$ cat config.mk
export PLATFORM = sky130hd
export DESIGN_NAME = barrel_spawner
export DESIGN_NICKNAME = d
export VERILOG_FILES = /design/src/rtl/barrel_spawner_pkg.sv /design/src/rtl/lfsr16.sv /design/src/rtl/barrel_spawner.sv
export SDC_FILE = /design/constraint.sdc
export NUM_CORES = 1
export LEC_CHECK = 0
export CAP_MARGIN = 20
export CORE_UTILIZATION = 47
export DETAILED_ROUTE_END_ITERATION = 7
export GPL_TIMING_DRIVEN = 0
export MAX_ROUTING_LAYER = met4
export PLACE_DENSITY = 0.74
export SLEW_MARGIN = 25
export SYNTH_ARGS = -nofsm -noshare
export SYNTH_HDL_FRONTEND = slang
export SYNTH_SLANG_ARGS = --single-unit
$ cat constraint.sdc
create_clock -name clk -period 2.63 [get_ports clk]
set_clock_uncertainty 0.05 [all_clocks]
set_input_delay 0.526 -clock clk [delete_from_list [all_inputs] [get_ports clk]]
set_output_delay 0.526 -clock clk [all_outputs]
set_load 0.05 [all_outputs]
$ cat src/rtl/barrel_spawner_pkg.sv
// barrel_spawner_pkg: shared barrel/spawner encodings and LFSR constants
package barrel_spawner_pkg;
    typedef enum logic [1:0] {
        B_INITIAL = 2'b00,
        B_ROLLING = 2'b01,
        B_FALLING = 2'b10
    } barrel_state_e;
    typedef enum logic [1:0] {
        SP_IDLE    = 2'd0,
        SP_WAIT    = 2'd1,
        SP_THROW   = 2'd2,
        SP_RELEASE = 2'd3
    } sp_state_e;
    localparam int LFSR_W = 16;
    // taps 16,14,13,11 as a mask over q[15:0]
    localparam logic [LFSR_W-1:0] LFSR_TAPS     = 16'hB400;
    localparam logic [LFSR_W-1:0] LFSR_SEED_DEF = 16'hACE1;
endpackage

$ cat src/rtl/lfsr16.sv
// lfsr16: free-running 16-bit Fibonacci LFSR, shifts every non-reset edge
module lfsr16 import barrel_spawner_pkg::*; #(
    parameter logic [LFSR_W-1:0] SEED = LFSR_SEED_DEF
) (
    input  logic              clk,
    input  logic              rst,
    output logic [LFSR_W-1:0] q
);
    always_ff @(posedge clk)
        q <= rst ? SEED : {q[LFSR_W-2:0], ^(q & LFSR_TAPS)};
endmodule

$ cat src/rtl/barrel_spawner.sv
// barrel_spawner: times Kong's throws and launches one free barrel per throw
module barrel_spawner import barrel_spawner_pkg::*; #(
    parameter int              N_BARRELS    = 4,
    parameter int              FIRST_DELAY  = 30,
    parameter int              MIN_INTERVAL = 60,
    parameter int              RAND_BITS    = 6,
    parameter int              THROW_CYCLES = 16,
    parameter logic [LFSR_W-1:0] LFSR_SEED  = 16'hACE1
) (
    input  logic                         clk,
    input  logic                         rst,
    input  logic                         game_run,
    input  logic                         over,
    input  logic [2*N_BARRELS-1:0]       barrel_state,
    output logic [N_BARRELS-1:0]         start,
    output logic                         kong_throw,
    output logic [$clog2(N_BARRELS)-1:0] sel_idx,
    output logic [7:0]                   spawn_count,
    output logic [1:0]                   spawner_state
);
    localparam int CW = $clog2(MIN_INTERVAL + 2**RAND_BITS) + 1;
    localparam int SW = $clog2(N_BARRELS);
    sp_state_e          state, state_n;
    logic [CW-1:0]      cnt, cnt_n;
    logic [N_BARRELS-1:0] start_n, free;
    logic               kong_n, any_free;
    logic [SW-1:0]      sel_n, pick;
    logic [7:0]         count_n;
    logic [LFSR_W-1:0]  lfsr;
    logic               lfsr_unused;

    lfsr16 #(.SEED(LFSR_SEED)) u_lfsr (.clk(clk), .rst(rst), .q(lfsr));
    assign lfsr_unused   = ^lfsr[LFSR_W-1:RAND_BITS];
    assign spawner_state = state;

    // registered start doubles as the just-fired mask: the launched barrel still reads INITIAL for one tick
    always_comb begin
        for (int i = 0; i < N_BARRELS; i++)
            free[i] = (barrel_state[2*i +: 2] == B_INITIAL) && !start[i];
        any_free = |free;
    end

    always_comb begin
        pick = '0;
        for (int i = N_BARRELS - 1; i >= 0; i--)
            if (free[i]) pick = SW'(i);
    end

    always_comb begin
        state_n = state;
        cnt_n   = cnt;
        start_n = '0;
        kong_n  = kong_throw;
        sel_n   = sel_idx;
        count_n = spawn_count;
        if (over || !game_run) begin
            state_n = SP_IDLE;
            cnt_n   = '0;
            kong_n  = 1'b0;
            count_n = '0;
        end else begin
            case (state)
                SP_IDLE: begin
                    state_n = SP_WAIT;
                    cnt_n   = CW'(FIRST_DELAY);
                end
                SP_WAIT: begin
                    if (cnt != '0) cnt_n = cnt - CW'(1);
                    else if (any_free) begin
                        sel_n   = pick;
                        state_n = SP_THROW;
                        cnt_n   = CW'(THROW_CYCLES - 1);
                        kong_n  = 1'b1;
                    end
                end
                SP_THROW: begin
                    kong_n = 1'b1;
                    if (cnt != '0) cnt_n = cnt - CW'(1);
                    else begin
                        state_n = free[sel_idx] ? SP_RELEASE : SP_WAIT;
                        start_n[sel_idx] = free[sel_idx];
                        kong_n  = 1'b0;
                    end
                end
                default: begin
                    state_n = SP_WAIT;
                    count_n = spawn_count + 8'(spawn_count != 8'hFF);
                    cnt_n   = CW'(MIN_INTERVAL) + CW'(lfsr[RAND_BITS-1:0]);
                end
            endcase
        end
    end

    always_ff @(posedge clk) begin
        if (rst) begin
            state       <= SP_IDLE;
            cnt         <= '0;
            start       <= '0;
            kong_throw  <= 1'b0;
            sel_idx     <= '0;
            spawn_count <= '0;
        end else begin
            state       <= state_n;
            cnt         <= cnt_n;
            start       <= start_n;
            kong_throw  <= kong_n;
            sel_idx     <= sel_n;
            spawn_count <= count_n;
        end
    end
endmodule

# Yosys cells after proc, flatten, opt, wreduce, memory -nomap -nowiden

Index checks and enable logic that the tools add are counted.

Bits in latches: 0
Memories kept: 0
Input port bits: 12
Bits in writable memories: 0
Output and inout port bits: 17
Bits in read-only memories: 0
Register bits: 41

Shift-type cells: 0
Reduce and logical (&&, ||, !) cells: 27
Add/subtract/negate cells: 3
Bitwise gates (word level): 4
Multiply operators: 0
Multiplexer cells: 21
$lt $le $gt $ge: 2
Equality and inequality tests: 8
Div/mod/pow operators: 0

Operator list:

| cell                  | count |
|---|---|
| $mux W8               | 3 |
| $pmux W8 S3           | 1 |
| $mux W2               | 8 |
| $reduce_xor A16 Y1    | 1 |
| $logic_not A2 Y1      | 5 |
| $add A8 B1 Y8         | 1 |
| $ne A2 B2 Y1 const B  | 4 |
| $ne A8 B8 Y1 const B  | 1 |
| $reduce_bool A8 Y1    | 1 |
| $reduce_or A4 Y1      | 2 |
| $sub A8 B1 Y8 const B | 1 |
| $add A6 B6 Y7 const A | 1 |
| $reduce_and A3 Y1     | 2 |
| $logic_and A1 B1 Y1   | 5 |
| $logic_not A1 Y1      | 5 |
| $mux W1               | 5 |
| $and A4 B4 Y4         | 1 |
| $pmux W2 S2           | 1 |
| $reduce_and A4 Y1     | 1 |
| $lt A2 B3 Y1 const B  | 1 |
| $ne A3 B3 Y1 const B  | 1 |
| $not A1 Y1            | 3 |
| $reduce_or A3 Y1      | 1 |
| $bmux W1 S2           | 1 |
| 9 further kinds       | 9 |

# Longest topological paths before layout

Gate-level depths: netlist of the first run.

Depth in word-level cells: 7
Gate-level depth with buffers: 8
Depth with buffers taken out: 8

# Modules after synthesis

A second synthesis of the first run with hierarchy kept.

Cells, all modules: 211
Area total of the unflattened synthesis: 1968.1 µm²

Modules (own cells, without submodules):

| module         | cells each | times used | area each (µm²) |
|---|---|---|---|
| barrel_spawner | 175        | 1          | 1514.0 |
| lfsr16         | 36         | 1          | 454.2 |

# Least setup slack after synthesis of the first run

No wires, ideal clock.

Kind: reg-to-reg
From: register spawn_count[3]
To: register spawn_count[6]
Library setup time: 0.128 ns
Setup slack: 0.470 ns
Cell stages (with the launch flop): 9
Required time: 2.452 ns
Arrival: 1.982 ns
Period minus slack after synthesis: 2.160 ns
Buffers on the path: 0
Cell sequence: dfxtp_1 -> and3_1 -> nand2_1 -> or2_2 -> ha_1 -> ha_1 -> nand4_1 -> xor2_1 -> nor2_1

Longest elaborated chain between the ends: 2

Ends and longest elaborated chain:

| what                   | RTL line              | text |
|---|---|---|
| start, declared        | barrel_spawner.sv:18  | `output logic [7:0] spawn_count,` |
| start signal, assigned | barrel_spawner.sv:108 | `spawn_count <= count_n;` |
| $ne A8 B8 Y1           | barrel_spawner.sv:87  | `count_n = spawn_count + 8'(spawn_count != 8'hFF);` |
| $add A8 B1 Y8 (*)      | barrel_spawner.sv:87  |  |

Every way passes the cells marked *; elsewhere a longest branch is shown, timed or not.
A chain may end at the register's enable or synchronous reset.

# Worst setup path in the final report of the first run

From: register cnt[0]
To: register cnt[3]

Longest elaborated chain between the ends: 3
Elaborated cells on any way between the ends: 8
Those cells by class: 1 x add/sub; 2 x eq/ne; 3 x mux; 2 x reduce/logical

Ends and longest elaborated chain:

| what                                                | RTL line                                   | text |
|---|---|---|
| start, declared                                     | barrel_spawner.sv:24                       | `logic [CW-1:0] cnt, cnt_n;` |
| start signal, assigned                              | barrel_spawner.sv:104                      | `cnt <= cnt_n;` |
| $sub A8 B1 Y8 or $reduce_bool A8 Y1 (tied branches) | barrel_spawner.sv:68, barrel_spawner.sv:78 |  |
| $mux W8 (tied with other cells)                     | barrel_spawner.sv:78                       | `if (cnt != '0) cnt_n = cnt - CW'(1);` |
| $pmux W8 S3 or $reduce_and A2 Y1 (tied branches)    | --                                         |  |

Parallel ways exist; a longest one is shown, timed or not. The select of a mux whose other input is x is not followed.

==> flow_summary.toml, run 1 <==
[place]
place_hpwl_um = 2750
dpl_cell_area_um2 = 2270
dp.cells = 282
portBuffers = 28
gp_congestion = 0.917

[grt]
antenna_found_initial = 0
grt_pass1_wl_um = 6290
grt-ovfl-total = 0
grt.total_usage = 0.191
grt_max_degree = 13
grt_pass1_vias = 1421

[synth]
synthArstFlopShare = 0
synthDistinctLibCells = 45
synth_area_per_cell_um2 = 9.37
netlist.top_cell.by_area = "dfxtp_1"
synth_edf_count = 0
yosys-top-cells-count = "dfxtp_1 (41), nor2_1 (13), inv_1 (12)"
synth_top_area_frac = 0.425
synth_flop_cell = "dfxtp_1"
yosysWarnings = 0
ys_ff_latch = 41
synth_top_cells_by_area = "dfxtp_1 (43%), ha_1 (6.5%), xor2_1 (4.5%)"
syn_area_um2 = 1930
syn_inst = 206
seq_area_frac_synth = 0.425
yosysMostFrequentCell = "dfxtp_1"
synth_fp_nets = 228

[sta]
fmax_ghz = 0.457
finalHoldViolations = 0
setup_violations = 0
rsz0062_at_grt = "false"
maxSlewViolCount = 0
worst_pin_slew_ns = 0.694
fin_tns_setup_ns = 0
fin_crit_sh = 0.832
min_period_ns = 2.19
slew_headroom = 0.533

[floorplanning]
rows = 22
die_y_um = 66.1
chipWidth_um = 66.1
core_region_area_um2 = 3800
pin_count = 29
die-area_um2 = 4370
start_util = 0.508

[detailed_routing]
vias = 1612
drt_first_pass_iters = 4
wl_um = 3700
drc = 0
postRouteAntennaNets = 0
detail_route.wl_per_cell_um = 12.7
drt_iter0_markers = 65
vias_per_cell = 5.56

[clocking]
cts.hold.buffers_added = 0
clkSinkCount = 41
insertion_delay_ns = 0.29
cts-resized-gates = 0
numCtsBuffers = 5
clock_path_buffers = 2
clk_pin_slew_ns = 0.08
htreeDepth = 2
cts_tree = "built"
post_cts_buffers = 0
cts_root_buf = "clkbuf_8"

[setup_path]
arrival_ns = 2.29
cpPeakStageDelay_ns = 0.54
cp_num_buf_inv = 1
cp-start-kind = "flop"
cp_max_fo = 7
crit_chain = "inv_1 > ha_1 > nor3b_2 > nand3_1 > o211ai_1 > a2111oi_0"
cp-end-kind = "flop"
critPathKind = "reg -> reg"
cpLargestDelayFamily = "compound AO/OA/AOI/OAI gates"
critPathSlowestCell = "o211ai_1"
crit_required_ns = 2.73

[power_and_ir_drop]
peakVddDrop_v = 0.000474
power_density_nw_per_um2 = 544
clockPowerShare = 0.396
fin_total_pwr_mw = 1.30
p_seq_frac = 0.505
netSwitchingFraction = 0.220
p_leak_nw = 0.848
p_int_mw = 1.01
switching_power_mw = 0.286
combPwrFrac = 0.099

[finish]
fin_cells = 290
diodes = 0
fin_nets = 263
drive_gt1_frac = 0.0826
final_area_um2 = 2390
fin_util = 0.628
area_delta_synth_final_pct = 23.7

[min_path]
min_path_type = "reg -> reg"

[run_status]
status = "finished clean"

[job]
max_cap_violations = 0
==> metal layers <==
| layer | GRT usage | part of all wire | vias to the layer above | routed length [µm] |
|---|---|---|---|---|
| li1 | - | - | 820 | - |
| met1 | 0.251 | 0.50 | 739 | 1830 |
| met2 | 0.282 | 0.45 | 46 | 1650 |
| met3 | 0.0431 | 0.045 | 7 | 167 |
| met4 | 0.0824 | 0.014 | 0 | 52 |
| met5 | - | 0 | - | 0 |
==> layout make-up <==
cell class                      count  area, µm²
Clock buffer                        7       86.3
Timing Repair Buffer               28        280
Buffer                              7       26.3
Clock inverter                      1       30.0
Multi-Input combinational cell    146       1040
Inverter                           12       45.0
Sequential cell                    41        821
Tap cell                           48       60.1
Fill cell                         353       1410
==> per-stage QoR <==
| stage | worst slack (ns) | hold WS [ns] |
|---|---|---|
| after global placement | 0.288 | 0.344 |
| after global routing | 0.290 | 0.386 |
| after CTS | 0.454 | 0.364 |
| final | 0.441 | 0.362 |
| after detailed placement | 0.261 | 0.346 |
| after floorplan | 0.470 | 0.339 |
==> logic make-up (layout without fill, tap and decap cells) <==
| family | count (synthesis) | after routing | share of synthesized area |
|---|---|---|---|
| AO/OA/AOI/OAI | 41 | 41 | 0.150 |
| XOR/XNOR | 12 | 12 | 0.0544 |
| adder cells (fa/ha/maj) | 10 | 10 | 0.0648 |
| buffers and inverters | 19 | 55 | 0.0369 |
| flip-flops | 41 | 41 | 0.425 |
| multiplexers | 5 | 5 | 0.0324 |
| AND/OR/NAND/NOR | 78 | 78 | 0.236 |
==> sequential cells by signal, summed over array words and instances, names as in the netlist <==
signal         flops
spawn_count        8
spawner_state      2
sel_idx            2
kong_throw         1
cnt                8
start              4
u_lfsr.q          16
==> cell usage in the layout (no fill, tap or decap), types with 2 or more instances in the layout <==
master           netlist  layout
o31ai_1                2       2
dfxtp_1               41      41
clkdlybuf4s50_1        0      28
nor2_1                13      13
a311o_1                2       2
a211oi_1               2       2
nand2_1                8       8
o211ai_1               2       2
or2_2                  8       8
mux2i_1                4       4
nand4_1                5       5
nand2b_1               4       4
xnor2_1                2       2
clkbuf_1               6       7
inv_1                 12      12
nand3_1                4       4
a2111oi_0              2       2
xor2_1                10      10
or4_1                  3       3
nor4_1                 6       6
nor2b_1                6       6
o221ai_1               2       2
o21ai_0                8       8
a21oi_1               10      10
o21a_1                 2       2
ha_1                  10      10
clkbuf_8               0       6
or3_1                  6       6
nor3_1                 8       8
==> path summary, 6_finish.rpt <==
| check | start | to | slack [ns] | cells after the start |
|---|---|---|---|---|
| worst max register to register | cnt[0] | cnt[3] | 0.44 | 6 |
| worst max-delay path | cnt[0] | cnt[3] | 0.44 | 6 |
| worst min-delay path | u_lfsr.q[14] | u_lfsr.q[15] | 0.36 | 1 |
| worst min register to register | u_lfsr.q[14] | u_lfsr.q[15] | 0.36 | 1 |
==> power groups by stage <==
stage	logic (mW)	clock network, mW	registers, mW
3_5_place_dp	0.128	0	0.670
2_1_floorplan	0.0856	0	0.671
3_3_place_gp	0.125	0	0.670
5_1_grt	0.143	0.552	0.658
6_report	0.129	0.515	0.656
4_1_cts	0.129	0.525	0.656
Power figures use the tool's default switching activity.
==> run 2, diff against run 1 <==
==> constraint.sdc (replaced) <==
create_clock -name clk -period 2.08 [get_ports clk]
set_clock_uncertainty 0.05 [all_clocks]
set_input_delay 0.416 -clock clk [delete_from_list [all_inputs] [get_ports clk]]
set_output_delay 0.416 -clock clk [all_outputs]
set_load 0.05 [all_outputs]
==> run 2 against run 1 <==
Against the previous run:
- largest power group unchanged
- worst setup slack got worse by 0.38 ns
- clock-buffer cell count decreased by 2
- global-route usage up 0.72 points
- via count increased by 2.6%
- utilization up 2.0 points
- sequential share of layout area is 0.86 points lower
- critical path type is now reg -> out
- sequential power increased by 26%
- clock power grew 49%
- power increased by 36%
- combinational power increased by 36%
==> flow_summary.toml, run 2 (same netlist as run 1, synthesis figures left out) <==
[run_status]
status = "finished clean"

[floorplanning]
core_region_area_um2 = 3800
pin_count = 29
rows = 22
die-area_um2 = 4370
die_y_um = 66.1
start_util = 0.508
chipWidth_um = 66.1

[clocking]
cts.hold.buffers_added = 0
clkSinkCount = 41
numCtsBuffers = 5
cts_root_buf = "clkbuf_8"
insertion_delay_ns = 0.29
htreeDepth = 2
clk_pin_slew_ns = 0.08
cts_tree = "built"
clock_path_buffers = 2

[setup_path]
critPathSlowestCell = "clkdlybuf4s50_1"
cp_num_buf_inv = 1
cp_max_fo = 5
cp-start-kind = "flop"
reg2reg_slack_ns = 0.10
crit_chain = "clkdlybuf4s50_1"
critPathKind = "reg -> out"
cpLargestDelayFamily = "buffers and inverters"
crit_required_ns = 1.61
reg2reg_from = "cnt[0]"
crit_start = "sel_idx[1]"
cp-end-kind = "output pin"
arrival_ns = 1.55
cpPeakStageDelay_ns = 0.84

[finish]
multiInputGateArea_um2 = 1050
fin_util = 0.649
diodes = 0
area_delta_synth_final_pct = 27.6
regMostFlops = "u_lfsr.q"
drive_gt1_frac = 0.130
layout_common_cells = "dfxtp_1 (37), clkdlybuf4s50_1 (27), nor2_1 (13)"
fillCellCount = 335
final_area_um2 = 2460
reg_top3 = "u_lfsr.q x16, cnt x8, spawn_count x8"
largest_reg_flops = 16
layout_commonest_cell = "dfxtp_1"
final-seq-area_um2 = 826
fin_nets = 267

[place]
portBuffers = 28
gp_congestion = 0.932
dpl_cell_area_um2 = 2280
place_hpwl_um = 2830

[sta]
whs_ns = 0.369
slew_headroom = 0.640
fin_tns_setup_ns = 0
min_period_ns = 2.02
fmax_ghz = 0.495
setup_violations = 0
fin_crit_sh = 0.971
finalHoldViolations = 0
worst_pin_slew_ns = 0.536
rsz0062_at_grt = "false"
maxSlewViolCount = 0

[grt]
grt-ovfl-total = 0
grt_pass1_wl_um = 6440
grt.total_usage = 0.199
antenna_found_initial = 0
grt_pass1_vias = 1458
grt_max_degree = 15

[detailed_routing]
postRouteAntennaNets = 0
wl_um = 3970
drt_first_pass_iters = 4
detail_route.wl_per_cell_um = 13.5
drt_iter0_markers = 95
drc = 0
vias_per_cell = 5.63
vias = 1654

[power_and_ir_drop]
power_density_nw_per_um2 = 719
fin_total_pwr_mw = 1.77
p_leak_nw = 0.919
peakVddDrop_v = 0.000481

[min_path]
min_path_type = "reg -> reg"
min-delay-start = "u_lfsr.q[9]"

[job]
max_cap_violations = 0
run 2: final cells by class:
type                    instances  share of cell area
well taps                      48              0.0244
clock buffers                   5              0.0279
clock inverters                 3              0.0279
repair buffers                 32               0.127
flip-flops and latches         41               0.335
multi-input cells             146               0.428
inverters                      12              0.0183
plain buffers                   7              0.0112
run 2: timing repair:
action,in CTS,in global routing
pin swaps,1,2
endpoints found under the setup margin,7,10
gates resized for setup,1,7
buffers inserted,1,3
run 2: final timing paths:
path | endpoint | cells after the start
min | u_lfsr.q[10] | 1
max reg2reg | sel_idx[0] | 6
max | sel_idx[1] | 1
min reg2reg | u_lfsr.q[10] | 1
run 2: per-stage QoR:
step | cells | setup slack (ns)
floorplan | 206 | 0.0579
CTS | 291 | 0.00103
global route | 294 | 0.00265
detailed placement | 282 | -0.203
global placement | 282 | -0.220
finish | 294 | 0.0595
run 2: metal layers:
layer	GRT usage	wire (µm)
met2	0.301	1830
met3	0.0500	164
met5	-	0
met1	0.249	1900
met4	0.0878	69
run 2: power by group:
| part | leakage [nW] | switching [mW] | internal [mW] |
|---|---|---|---|
| clock | 0.0687 | 0.283 | 0.483 |
| sequential | 0.337 | 0.0175 | 0.812 |
| combinational | 0.513 | 0.0903 | 0.0860 |
| total | 0.919 | 0.391 | 1.38 |
run 2: worst register-to-register path, delay by kind of cell (launching register included):
kind | cells | cell delay, ns
adders and majority gates | 1 | 0.23
AOI/OAI and AO/OA | 1 | 0.15
buffers and inverters | 1 | 0.08
DFF | 1 | 0.34
and+or+nand+nor | 3 | 1.06
==> run 3, diff against run 2 <==
--- a/config.mk
+++ b/config.mk
@@ -6,12 +6,12 @@
 export NUM_CORES = 1
 export LEC_CHECK = 0
 export CAP_MARGIN = 20
-export CORE_UTILIZATION = 47
+export CORE_UTILIZATION = 35
 export DETAILED_ROUTE_END_ITERATION = 7
 export GPL_TIMING_DRIVEN = 0
 export MAX_ROUTING_LAYER = met4
-export PLACE_DENSITY = 0.74
-export SLEW_MARGIN = 25
+export PLACE_DENSITY = 0.59
+export SLEW_MARGIN = 20
 export SYNTH_ARGS = -nofsm -noshare
 export SYNTH_HDL_FRONTEND = slang
 export SYNTH_SLANG_ARGS = --single-unit
==> run 3 against run 2 <==
Against the previous run:
- utilization shrank 17 points
- final area up 0.61%
- flip-flop and latch count did not move
- critical path depth unchanged
- combinational power fell by 2%
- sequential power hardly changed
- die area is 33% higher
- non-clock buffer count fell by 1
- highest routed layer unchanged
==> flow_summary.toml, run 3 (same netlist as run 1, synthesis figures left out) <==
[detailed_routing]
vias = 1611
wl_um = 3930
detail_route.wl_per_cell_um = 12.5
postRouteAntennaNets = 0
drt_iter0_markers = 64
vias_per_cell = 5.11
drc = 0
drt_first_pass_iters = 4

[finish]
fin_cells = 315
layout_commonest_cell = "dfxtp_1"
reg_top3 = "u_lfsr.q x16, cnt x8, spawn_count x8"
regMostFlops = "u_lfsr.q"
layout_common_cells = "dfxtp_1 (37), clkdlybuf4s50_1 (25), nor2_1 (13)"
diodes = 0
area_delta_synth_final_pct = 28.4
fin_nets = 266
drive_gt1_frac = 0.127
largest_reg_flops = 16

[power_and_ir_drop]
fin_total_pwr_mw = 1.67
p_leak_nw = 0.942
power_density_nw_per_um2 = 673
peakVddDrop_v = 0.000464

[setup_path]
reg2reg_slack_ns = 0.13
cpPeakStageDelay_ns = 0.84
reg2reg_from = "cnt[0]"
critPathSlowestCell = "clkdlybuf4s50_1"
crit_start = "sel_idx[1]"
crit_required_ns = 1.61
crit_chain = "clkdlybuf4s50_1"
cp_num_buf_inv = 1
cpLargestDelayFamily = "buffers and inverters"
cp-start-kind = "flop"
cp_max_fo = 5
arrival_ns = 1.56
cp-end-kind = "output pin"
critPathKind = "reg -> out"

[floorplanning]
start_util = 0.371
rows = 26
pin_count = 29
chipWidth_um = 76.3
core_region_area_um2 = 5200
die_y_um = 76.3
die-area_um2 = 5820

[place]
dp.cells = 304
portBuffers = 28
place_hpwl_um = 2940
gp_congestion = 0.846

[clocking]
clock_path_buffers = 2
cts.hold.buffers_added = 0
cts_root_buf = "clkbuf_8"
cts_tree = "built"
clkSinkCount = 41
numCtsBuffers = 5
insertion_delay_ns = 0.29
htreeDepth = 2
clk_pin_slew_ns = 0.08

[grt]
grt_pass1_wl_um = 6990
grt_max_degree = 14
grt_pass1_vias = 1492
grt-ovfl-total = 0
antenna_found_initial = 0
grt.total_usage = 0.152

[sta]
maxSlewViolCount = 0
rsz0062_at_grt = "false"
min_period_ns = 2.02
fin_crit_sh = 0.972
setup_violations = 0
finalHoldViolations = 0
slew_headroom = 0.519
fmax_ghz = 0.495
worst_pin_slew_ns = 0.716
whs_ns = 0.362

[min_path]
min_path_type = "reg -> reg"
min-delay-start = "u_lfsr.q[14]"

[run_status]
status = "finished clean"

[job]
max_cap_violations = 0
run 3: cell count changes in the layout (fill, tap and decap cells not counted), sizes merged:
cell | before | now
clkbuf | 11 | 12
clkinvlp | 0 | 1
buf | 5 | 4
clkdlybuf4s50 | 27 | 25
dlymetal6s2s | 1 | 3
inv | 13 | 12
bufinv | 2 | 1
run 3: worst paths after layout:
path	end	cells past startpoint
setup / recovery	sel_idx[1]	1
hold / removal	u_lfsr.q[15]	1
setup reg to reg	sel_idx[0]	6
hold reg to reg	u_lfsr.q[15]	1
run 3: stage by stage:
step	instance area, µm²	setup TNS (ns)	worst slack [ns]	util
after floorplan	1940	0	0.0579	-
after global placement	2300	-1.38	-0.182	0.443
after detailed placement	2300	-1.44	-0.194	0.443
after CTS	2440	0	0.00862	0.469
after global routing	2480	0	0.00485	0.476
final	2480	0	0.0589	0.476
run 3: cell type report:
type                            count  area [µm²]
Fill cell                         513        2730
Multi-Input combinational cell    146        1060
Sequential cell                    41         826
Timing Repair Buffer               31         310
Tap cell                           70        87.6
Clock buffer                        6        82.6
Inverter                           12        45.0
Clock inverter                      2        37.5
Buffer                              7        27.5
run 3: timing repair:
item | in CTS | in global routing
buffers inserted | 1 | 2
pin swaps | 1 | 2
setup endpoints to repair | 6 | 9
cloned | 0 | 0
gates resized for setup | 2 | 7
run 3: routing by layer:
metal  GRT usage  share of wire
met1       0.207           0.53
met2       0.216           0.43
met3      0.0359          0.025
met4      0.0577          0.016
met5           -              0
run 3: power breakdown:
part           switching [mW]  internal, mW
registers              0.0180         0.812
logic                  0.0857        0.0862
clock network           0.276         0.390
